--- config.mk ---
export PLATFORM = sky130hd
export DESIGN_NAME = aes_dec_sequencer_flat
export DESIGN_NICKNAME = d
export VERILOG_FILES = /design/src/rtl/aes_dec_sequencer_if.sv /design/src/rtl/aes_dec_sequencer.sv /design/src/flat_wrapper.sv
export SDC_FILE = /design/constraint.sdc
export NUM_CORES = 1
export LEC_CHECK = 0
export BUFFER_PORTS_ARGS = -buffer_cell sky130_fd_sc_hd__buf_4
export CELL_PAD_IN_SITES_DETAIL_PLACEMENT = 1
export CELL_PAD_IN_SITES_GLOBAL_PLACEMENT = 1
export CORE_AREA = 2 2 308 310
export CTS_CLUSTER_DIAMETER = 30
export DETAILED_ROUTE_END_ITERATION = 12
export DIE_AREA = 0 0 310 312
export PLACE_DENSITY = 0.41
export SKIP_LAST_GASP = 1
export SLEW_MARGIN = 20
export SYNTH_ARGS = -nofsm -noshare
export SYNTH_HDL_FRONTEND = slang
export SYNTH_SLANG_ARGS = --single-unit
--- constraint.sdc ---
create_clock -name clk -period 2.05 [get_ports clk]
set_input_delay 0.3075 -clock clk [delete_from_list [all_inputs] [get_ports clk]]
set_output_delay 0.3075 -clock clk [all_outputs]
set_load 0.01 [all_outputs]
--- src/rtl/aes_dec_sequencer_if.sv ---
// -----------------------------------------------------------------------------
// aes_dec_sequencer_if
// Bus bundle between the AES-128 decryption sequencer, its bus adapter and the
// iterative decryption datapath.
//   in_valid/in_ready/in_data/in_key  : ciphertext/key input handshake
//   out_valid/out_ready/out_data      : plaintext output handshake
//   busy                              : block in flight
//   dp_in/dp_key/dp_counter           : registered operands and round counter
//                                       driven to the datapath
//   dp_out                            : datapath result (combinational from
//                                       dp_counter)
//   abort                             : cancel, present only when
//                                       AES_DEC_SEQ_ABORT_EN is defined
// Modports: slave = sequencer view, master = environment (adapter + datapath).
// -----------------------------------------------------------------------------
interface aes_dec_sequencer_if #(
    parameter int CNT_W = 6
);
    logic             in_valid;
    logic             in_ready;
    logic [127:0]     in_data;
    logic [127:0]     in_key;
    logic             out_valid;
    logic             out_ready;
    logic [127:0]     out_data;
    logic             busy;
    logic [127:0]     dp_in;
    logic [127:0]     dp_key;
    logic [CNT_W-1:0] dp_counter;
    logic [127:0]     dp_out;
`ifdef AES_DEC_SEQ_ABORT_EN
    logic             abort;
`endif

    modport slave (
        input  in_valid, in_data, in_key, out_ready, dp_out,
`ifdef AES_DEC_SEQ_ABORT_EN
        input  abort,
`endif
        output in_ready, out_valid, out_data, busy, dp_in, dp_key, dp_counter
    );

    modport master (
        output in_valid, in_data, in_key, out_ready, dp_out,
`ifdef AES_DEC_SEQ_ABORT_EN
        output abort,
`endif
        input  in_ready, out_valid, out_data, busy, dp_in, dp_key, dp_counter
    );
endinterface

--- src/rtl/aes_dec_sequencer.sv ---
// -----------------------------------------------------------------------------
// aes_dec_sequencer
// Sequencer and handshake wrapper for the iterative AES-128 decryption
// datapath. Accepts one ciphertext/key pair, holds it on dp_in/dp_key, steps
// dp_counter through CNT_FIRST..CNT_LAST, captures dp_out as the plaintext and
// offers it on the output handshake. One block in flight at a time.
// Ports:
//   clk   : clock, rising edge
//   reset : synchronous, active-high
//   bus   : aes_dec_sequencer_if.slave (handshakes + datapath connections)
// Optional feature: define AES_DEC_SEQ_ABORT_EN to add the abort input, which
// returns the sequencer to IDLE from RUN or HOLD.
// -----------------------------------------------------------------------------
module aes_dec_sequencer #(
    parameter int CNT_W     = 6,
    parameter int CNT_FIRST = 10,
    parameter int CNT_LAST  = 20,
    parameter int CNT_PARK  = 63
) (
    input  logic                  clk,
    input  logic                  reset,
    aes_dec_sequencer_if.slave    bus
);
    localparam logic [1:0] ST_IDLE = 2'd0;
    localparam logic [1:0] ST_RUN  = 2'd1;
    localparam logic [1:0] ST_HOLD = 2'd2;

    localparam logic [CNT_W-1:0] C_FIRST = CNT_W'(CNT_FIRST);
    localparam logic [CNT_W-1:0] C_LAST  = CNT_W'(CNT_LAST);
    localparam logic [CNT_W-1:0] C_PARK  = CNT_W'(CNT_PARK);

    logic [1:0]       state_q,     state_d;
    logic [CNT_W-1:0] cnt_q,       cnt_d;
    logic             in_ready_q,  in_ready_d;
    logic             out_valid_q, out_valid_d;
    logic             busy_q,      busy_d;
    logic [127:0]     out_data_q,  out_data_d;
    logic [127:0]     dp_in_q,     dp_in_d;
    logic [127:0]     dp_key_q,    dp_key_d;
    logic             abort_w;

`ifdef AES_DEC_SEQ_ABORT_EN
    assign abort_w = bus.abort;
`else
    assign abort_w = 1'b0;
`endif

    always_comb begin
        state_d     = state_q;
        cnt_d       = cnt_q;
        in_ready_d  = in_ready_q;
        out_valid_d = out_valid_q;
        busy_d      = busy_q;
        out_data_d  = out_data_q;
        dp_in_d     = dp_in_q;
        dp_key_d    = dp_key_q;
        case (state_q)
            ST_IDLE: begin
                // abort is deliberately not looked at here: an accept in the
                // same cycle as a stray abort must still go through.
                if (bus.in_valid && in_ready_q) begin
                    dp_in_d    = bus.in_data;
                    dp_key_d   = bus.in_key;
                    cnt_d      = C_FIRST;
                    state_d    = ST_RUN;
                    in_ready_d = 1'b0;
                    busy_d     = 1'b1;
                end
            end
            ST_RUN: begin
                if (abort_w) begin
                    state_d    = ST_IDLE;
                    cnt_d      = C_PARK;
                    in_ready_d = 1'b1;
                    busy_d     = 1'b0;
                end else if (cnt_q == C_LAST) begin
                    // dp_out is the final plaintext only while the counter
                    // sits at its last value; park afterwards to freeze the core.
                    out_data_d  = bus.dp_out;
                    out_valid_d = 1'b1;
                    cnt_d       = C_PARK;
                    state_d     = ST_HOLD;
                end else begin
                    cnt_d = cnt_q + 1'b1;
                end
            end
            ST_HOLD: begin
                // abort wins over a simultaneous output handshake
                if (abort_w) begin
                    state_d     = ST_IDLE;
                    out_valid_d = 1'b0;
                    in_ready_d  = 1'b1;
                    busy_d      = 1'b0;
                end else if (out_valid_q && bus.out_ready) begin
                    state_d     = ST_IDLE;
                    out_valid_d = 1'b0;
                    in_ready_d  = 1'b1;
                    busy_d      = 1'b0;
                end
            end
            default: begin
                state_d     = ST_IDLE;
                cnt_d       = C_PARK;
                in_ready_d  = 1'b1;
                out_valid_d = 1'b0;
                busy_d      = 1'b0;
            end
        endcase
    end

    always_ff @(posedge clk) begin
        if (reset) begin
            state_q     <= ST_IDLE;
            cnt_q       <= C_PARK;
            in_ready_q  <= 1'b1;
            out_valid_q <= 1'b0;
            busy_q      <= 1'b0;
            out_data_q  <= '0;
            dp_in_q     <= '0;
            dp_key_q    <= '0;
        end else begin
            state_q     <= state_d;
            cnt_q       <= cnt_d;
            in_ready_q  <= in_ready_d;
            out_valid_q <= out_valid_d;
            busy_q      <= busy_d;
            out_data_q  <= out_data_d;
            dp_in_q     <= dp_in_d;
            dp_key_q    <= dp_key_d;
        end
    end

    assign bus.in_ready   = in_ready_q;
    assign bus.out_valid  = out_valid_q;
    assign bus.busy       = busy_q;
    assign bus.out_data   = out_data_q;
    assign bus.dp_in      = dp_in_q;
    assign bus.dp_key     = dp_key_q;
    assign bus.dp_counter = cnt_q;
endmodule

--- src/flat_wrapper.sv ---
// flat-port wrapper written by rule: the top's interface ports become plain ports
module aes_dec_sequencer_flat 
#(
    parameter int CNT_W     = 6,
    parameter int CNT_FIRST = 10,
    parameter int CNT_LAST  = 20,
    parameter int CNT_PARK  = 63
)
  (clk, reset, bus_in_valid, bus_in_data, bus_in_key, bus_out_ready, bus_dp_out, bus_in_ready, bus_out_valid, bus_out_data, bus_busy, bus_dp_in, bus_dp_key, bus_dp_counter);
  aes_dec_sequencer_if #(.CNT_W(CNT_W)) bus_i ();
  input  logic clk;
  input  logic reset;
  input wire logic [$bits(bus_i.in_valid)-1:0] bus_in_valid;
  input wire logic [$bits(bus_i.in_data)-1:0] bus_in_data;
  input wire logic [$bits(bus_i.in_key)-1:0] bus_in_key;
  input wire logic [$bits(bus_i.out_ready)-1:0] bus_out_ready;
  input wire logic [$bits(bus_i.dp_out)-1:0] bus_dp_out;
  output wire logic [$bits(bus_i.in_ready)-1:0] bus_in_ready;
  output wire logic [$bits(bus_i.out_valid)-1:0] bus_out_valid;
  output wire logic [$bits(bus_i.out_data)-1:0] bus_out_data;
  output wire logic [$bits(bus_i.busy)-1:0] bus_busy;
  output wire logic [$bits(bus_i.dp_in)-1:0] bus_dp_in;
  output wire logic [$bits(bus_i.dp_key)-1:0] bus_dp_key;
  output wire logic [$bits(bus_i.dp_counter)-1:0] bus_dp_counter;
  assign bus_i.in_valid = bus_in_valid;
  assign bus_i.in_data = bus_in_data;
  assign bus_i.in_key = bus_in_key;
  assign bus_i.out_ready = bus_out_ready;
  assign bus_i.dp_out = bus_dp_out;
  assign bus_in_ready = bus_i.in_ready;
  assign bus_out_valid = bus_i.out_valid;
  assign bus_out_data = bus_i.out_data;
  assign bus_busy = bus_i.busy;
  assign bus_dp_in = bus_i.dp_in;
  assign bus_dp_key = bus_i.dp_key;
  assign bus_dp_counter = bus_i.dp_counter;
  aes_dec_sequencer #(.CNT_W(CNT_W), .CNT_FIRST(CNT_FIRST), .CNT_LAST(CNT_LAST), .CNT_PARK(CNT_PARK)) u_core (.clk(clk), .reset(reset), .bus(bus_i));
endmodule
==> flow_metrics.py, run 1 <==
metrics = {
    "yosys": {
        "async_flop_share_pct": 0,
        "avgSynthCellArea_sq_um": 7.899,
        "synth_top_area_cell": "dfxtp_1",
        "synthDistinctLibCells": 29,
        "synth_top_area_share_pct": 57.80,
        "synth_edf_count": 0,
        "ys_seq_area_share_pct": 57.80,
        "synth_cells": 1732,
        "synth_fp_nets": 2122,
        "syn_area_sq_um": 13680,
        "yosys_warnings": 0,
        "synth_ff_type": "dfxtp_1",
        "ys_top_cells_by_area": "dfxtp_1 (58%), nand2_1 (21%), a21oi_1 (14%)",
        "ys_ff_latch": 395,
    },
    "timing": {
        "relSlewSlack_pct": 57.24,
        "timing.final.crit_share_pct": 85.95,
        "drv_slew": 0,
        "hold_viol": 0,
        "period_needed_ns": 1.762,
        "finClkSkew_ns": 0.02752,
        "rsz0062_at_grt": "no",
        "max_slew.worst_pin.slew_ns": 0.6414,
        "max_freq_mhz": 567.6,
        "fin_ws_ns": 0.2881,
        "setup_viol": 0,
        "tns_ns": 0,
    },
    "placement": {
        "portBuffers": 780,
        "pre_cts_slack_ns": 0.3128,
        "dp_cells": 3683,
        "routabilityCongestion": 0.7747,
        "hpwlAfterDp_um": 55380,
    },
    "pwr": {
        "vdd_drop_max_v": 0.0006724,
        "power_density_nw_per_um2": 1087,
        "power.total_mw": 32.35,
        "p_leak_nw": 12.80,
    },
    "worst_setup_path": {
        "r2r_start": "u_core.bus.dp_counter[0]",
        "crit_path_max_fanout": 5,
        "cp_data_required_time_ns": 2.62,
        "cp-end-kind": "flop",
        "reg2reg_depth": 6,
        "crit_family": "compound AO/OA/AOI/OAI gates",
        "rr_endpoint": "u_core.bus.dp_counter[4]",
        "critPathKind": "reg -> reg",
        "critPathBufInv": 1,
        "max_stage_delay_ns": 0.34,
        "reg2reg_slack_ns": 0.29,
        "path_cells": "inv_1 -> ha_1 -> and4b_1 -> a21oi_1 -> o21ai_0 -> a221o_1",
        "crit_slowest_cell": "a21oi_1",
        "worst_setup_path_start_kind": "flop",
        "cp.arrival_ns": 2.33,
    },
    "clock_network": {
        "clkSlewWorstSetupHoldPaths_ns": 0.04,
        "clkSinkCount": 395,
        "clockRootBuffer": "clkbuf_16",
        "cts_tree": "built",
        "cts_hold_buf": 386,
        "postCtsResizedCells": 0,
        "clkLatencyLatePin_ns": 0.71,
        "cts.htree.levels": 4,
        "cts-buffers-inserted": 141,
        "post-cts-setup-buffer-count": 0,
        "cts_buffer_depth": 3,
    },
    "global_route": {
        "antenna_found_initial": 7,
        "grt_pass1_vias": 18246,
        "grt_max_degree": 66,
        "gr-total-overflow": 0,
        "groute.usage.overall_pct": 15.13,
        "grt_pass1_wl_um": 110400,
    },
    "final_layout": {
        "nFillCells": 10929,
        "stdcell_count": 4324,
        "layout-drive-gt1-share_pct": 34.26,
        "nets": 3348,
        "area_delta_synth_final_pct": 117.6,
        "utilization_pct": 32.00,
    },
    "hold_path": {
        "hold_path_end": "u_core.bus.dp_key[46]",
        "hp-class": "in -> reg",
        "hp-start": "reset",
        "min_delay_path_depth": 2,
    },
    "routing": {
        "via_per_inst": 3.849,
        "routedWlPerCell_um": 17.50,
        "drtAntennaViolNets": 0,
        "dr.pass1.iters": 4,
        "num_vias": 16642,
        "first_iter_violations": 552,
        "routed_wl_um": 75670,
        "drc_errors": 0,
    },
    "floorplanning": {
        "core_area_sq_um": 93050,
        "initial_core_util_pct": 14.70,
        "rows": 112,
        "io_pins": 781,
        "dieArea_sq_um": 96720,
        "die_w_um": 310,
        "fp.dieH_um": 312,
    },
    "job": {
        "maxCapViolations": 0,
    },
    "run_status": {
        "status": "finished clean",
    },
}
==> cell usage in the layout, fill, tap and decap left out, drive strengths merged <==
cell type	synthesis	routed
dfxtp	395	395
clkinv	0	20
mux2i	1	1
inv	5	10
or3	1	1
and2	1	1
a221o	4	4
nand4	1	1
nand2	774	774
dlygate4sd3	0	386
nor2b	2	2
diode	0	5
nor3	1	1
ha	2	2
buf	79	829
or2	1	1
clkbuf	53	220
a31oi	1	1
bufinv	0	5
o21ai	4	4
nor2	3	3
a21o	1	1
nor3b	1	1
nand3	3	3
a21oi	389	389
and4b	1	1
and3	2	2
o21bai	3	3
a21boi	1	1
nand4bb	1	1
nor4bb	1	1
a2111oi	1	1
==> per-layer routing <==
metal | GRT usage, % | wire length (um) | vias to the layer above
met2 | 27.45 | 38920 | 569
met1 | 15.18 | 27870 | 7811
li1 | - | - | 8100
met4 | 6.972 | 2879 | 2
met5 | 0 | 13 | -
met3 | 5.723 | 5987 | 160
==> metrics by stage <==
step | hold WS [ns] | instance area [sq um]
6_report | 0.05917 | 29770
3_3_place_gp | 0.4424 | 21180
2_1_floorplan | 0.4435 | 13680
4_1_cts | 0.04424 | 29760
3_5_place_dp | 0.4474 | 21180
5_1_grt | 0.05399 | 29770
==> registers in the layout (all words and copies together) (netlist names) <==
name / flops
u_core.bus.busy: 1
u_core.bus.dp_counter: 6
u_core.bus.dp_in: 128
u_core.bus.dp_key: 128
u_core.bus.in_ready: 1
u_core.bus.out_data: 128
u_core.bus.out_valid: 1
u_core.state_q: 2
==> cell type report <==
cell class / count / area [sq um] / area share [%]
Timing Repair Buffer: 1215 / 10380 / 34.87
Sequential cell: 395 / 7908 / 26.56
Multi-Input combinational cell: 1200 / 5165 / 17.35
Clock buffer: 220 / 4332 / 14.55
Tap cell: 1254 / 1569 / 5.270
Clock inverter: 30 / 386.6 / 1.299
Inverter: 5 / 18.77 / 0.06304
Antenna cell: 5 / 12.51 / 0.04202
==> worst max-delay path by stage <==
stage,endpoint,slack [ns],depth (start not counted),from
finish,u_core.bus.dp_counter[4],0.29,6,u_core.bus.dp_counter[0]
global route,u_core.bus.out_data[116],0.17,7,u_core.bus.dp_counter[1]
CTS,u_core.bus.out_data[32],0.28,7,u_core.bus.dp_counter[0]
detailed placement,u_core.bus.out_data[92],0.31,7,u_core.bus.dp_counter[0]
global placement,u_core.bus.out_data[70],0.33,7,u_core.bus.dp_counter[0]
floorplan,u_core.bus.dp_counter[2],0.41,6,u_core.bus.dp_counter[0]
==> Yosys cell counts, drive strengths merged, types with 2 or more instances <==
master  instances
and3            2
nor2b           2
a221o           4
o21ai           4
nand2         774
clkbuf         53
o21bai          3
nor2            3
dfxtp         395
buf            79
ha              2
nand3           3
a21oi         389
inv             5
==> cells by family (layout without fill, tap and decap cells) <==
family                     count (synthesis)  in the layout  synth area share (%)
AOI/OAI and AO/OA                        404            404                 15.05
adders and majority gates                  2              2                0.1829
buffers and inverters                    137           1470                 4.738
DFF                                      395            395                 57.80
muxes                                      1              1               0.07317
other                                      0              5                     0
and+or+nand+nor                          793            793                 22.15
==> where the power goes <==
group | switching (mW) | internal [mW]
combinational | 1.54 | 1.77
clock | 5.87 | 14.9
sequential | 0.200 | 8.09
total | 7.61 | 24.7
Note: power is estimated with default switching activity, not from simulation.
==> run 2, diff against run 1 <==
MAX_ROUTING_LAYER = met4   (was unset)
RECOVER_POWER = 50   (was unset)
==> flow_metrics.py, run 2 (synthesis gave the netlist of run 1 again) <==
metrics = {
    "run_status": {
        "status": "finished clean",
    },
    "worst_setup_path": {
        "crit_start": "u_core.bus.dp_counter[0]",
        "crit_path_max_fanout": 5,
        "cp.arrival_ns": 2.34,
        "endpoint": "u_core.bus.dp_counter[4]",
        "reg2reg_slack_ns": 0.28,
        "r2r_start": "u_core.bus.dp_counter[0]",
        "cp-end-kind": "flop",
        "worst_setup_path_start_kind": "flop",
        "cp_data_required_time_ns": 2.62,
        "critPathKind": "reg -> reg",
        "rr_endpoint": "u_core.bus.dp_counter[4]",
        "reg2reg_depth": 6,
    },
    "timing": {
        "relSlewSlack_pct": 57.74,
        "drv_slew": 0,
        "fin_ws_ns": 0.2814,
        "setup_viol": 0,
        "max_freq_mhz": 565.4,
        "period_needed_ns": 1.769,
        "tns_ns": 0,
        "max_slew.worst_pin.slew_ns": 0.6339,
        "timing.final.crit_share_pct": 86.27,
        "hold_viol": 0,
        "rsz0062_at_grt": "no",
        "finClkSkew_ns": 0.02518,
    },
    "clock_network": {
        "clockRootBuffer": "clkbuf_16",
        "cts.htree.levels": 4,
        "post-cts-setup-buffer-count": 0,
        "clkLatencyLatePin_ns": 0.71,
        "clkSlewWorstSetupHoldPaths_ns": 0.04,
        "clkSinkCount": 395,
        "cts_buffer_depth": 3,
        "cts_tree": "built",
        "cts-buffers-inserted": 141,
    },
    "floorplanning": {
        "io_pins": 781,
        "rows": 112,
        "die_w_um": 310,
        "fp.dieH_um": 312,
        "initial_core_util_pct": 14.70,
        "core_area_sq_um": 93050,
        "dieArea_sq_um": 96720,
    },
    "routing": {
        "num_vias": 16661,
        "routed_wl_um": 75670,
        "routedWlPerCell_um": 17.48,
        "first_iter_violations": 570,
        "via_per_inst": 3.850,
        "drc_errors": 0,
        "drtAntennaViolNets": 0,
        "dr.pass1.iters": 4,
    },
    "global_route": {
        "grt_max_degree": 66,
        "grt_pass1_wl_um": 110300,
        "antenna_found_initial": 10,
        "groute.usage.overall_pct": 15.58,
        "grt_pass1_vias": 18233,
        "gr-total-overflow": 0,
    },
    "final_layout": {
        "layout-drive-gt1-share_pct": 23.20,
        "final_cell_mix": "nand2_1 (774), buf_4 (467), dfxtp_1 (395)",
        "area_delta_synth_final_pct": 108.3,
        "nets": 3348,
        "final_common_cell": "nand2_1",
        "nFillCells": 11153,
    },
    "pwr": {
        "power_density_nw_per_um2": 1126,
        "vdd_drop_max_v": 0.0006804,
        "p_leak_nw": 11.38,
    },
    "placement": {
        "hpwlAfterDp_um": 55380,
        "pre_cts_slack_ns": 0.3128,
        "portBuffers": 780,
        "routabilityCongestion": 0.7852,
    },
    "hold_path": {
        "hp-class": "in -> reg",
    },
    "job": {
        "maxCapViolations": 0,
    },
}
==> run 2: cell count changes in the layout (fill, tap and decap cells not counted) <==
| cell | before | now |
|---|---|---|
| and2_0 | 0 | 1 |
| and2_1 | 1 | 0 |
| buf_4 | 805 | 467 |
| clkbuf_1 | 34 | 372 |
| diode_2 | 5 | 9 |
| nand4bb_1 | 0 | 1 |
| nand4bb_4 | 1 | 0 |
==> run 2: routing by layer <==
metal  part of all wire [%]  GRT usage [%]  vias to the layer above  routed length, um
met2                     52          27.49                      573              39100
met3                    7.8          5.716                      160               5866
met1                     37          15.13                     7823              27990
li1                       -              -                     8105                  -
met4                    3.6          6.961                        0               2717
met5                      0              -                        -                  0
==> run 2: where the power goes <==
part | total, mW | internal, mW | switching [mW]
clock network | 20.8 | 14.9 | 5.88
logic | 3.06 | 1.52 | 1.54
registers | 8.28 | 8.09 | 0.192
total | 32.1 | 24.5 | 7.61
==> run 2: worst min-delay path by stage <==
stage	startpoint	to	slack, ns	depth (start not counted)
2_1_floorplan	bus_in_data[0]	u_core.bus.dp_in[0]	0.44	2
3_3_place_gp	u_core.bus.dp_key[125]	u_core.bus.dp_key[125]	0.44	2
3_5_place_dp	u_core.bus.dp_key[113]	u_core.bus.dp_key[113]	0.45	2
4_1_cts	reset	u_core.bus.dp_in[4]	0.04	2
5_1_grt	reset	u_core.bus.dp_key[24]	0.06	2
6_report	reset	u_core.bus.dp_key[46]	0.05	2
==> run 2: through the flow <==
step / cells / hold slack, ns / area, sq um / power [mW] / util (%)
floorplan: 1732 / 0.4435 / 13680 / 9.383 / -
global placement: 3683 / 0.4424 / 21180 / 11.07 / 22.76
detailed placement: 3683 / 0.4474 / 21180 / 11.11 / 22.76
CTS: 4319 / 0.04424 / 29760 / 32.94 / 31.98
global route: 4328 / 0.05502 / 28500 / 33.40 / 30.63
finish: 4328 / 0.05108 / 28500 / 32.10 / 30.63
==> run 2: cell type report <==
| class | instances | area (sq um) | share of cell area, % |
|---|---|---|---|
| clock buffers | 220 | 4332 | 15.20 |
| flip-flops and latches | 395 | 7908 | 27.75 |
| multi-input cells | 1200 | 5149 | 18.07 |
| well taps | 1254 | 1569 | 5.506 |
| clock inverters | 30 | 386.6 | 1.357 |
| inverters | 5 | 18.77 | 0.06586 |
| diodes | 9 | 22.52 | 0.07903 |
| repair buffers | 1215 | 9114 | 31.98 |
==> run 2: timing repair <==
| item | in CTS | in global routing |
|---|---|---|
| resized for setup | 0 | 0 |
| hold endpoints to repair | 387 | 0 |
| hold buffers | 386 | 0 |
==> run 2: critical path, stage by stage, from the launching register on <==
cell,delay [ns]
dfxtp_1,0.33
inv_1,0.05
ha_1,0.19
and4b_1,0.26
a21oi_1,0.35
o21ai_0,0.16
a221o_1,0.31
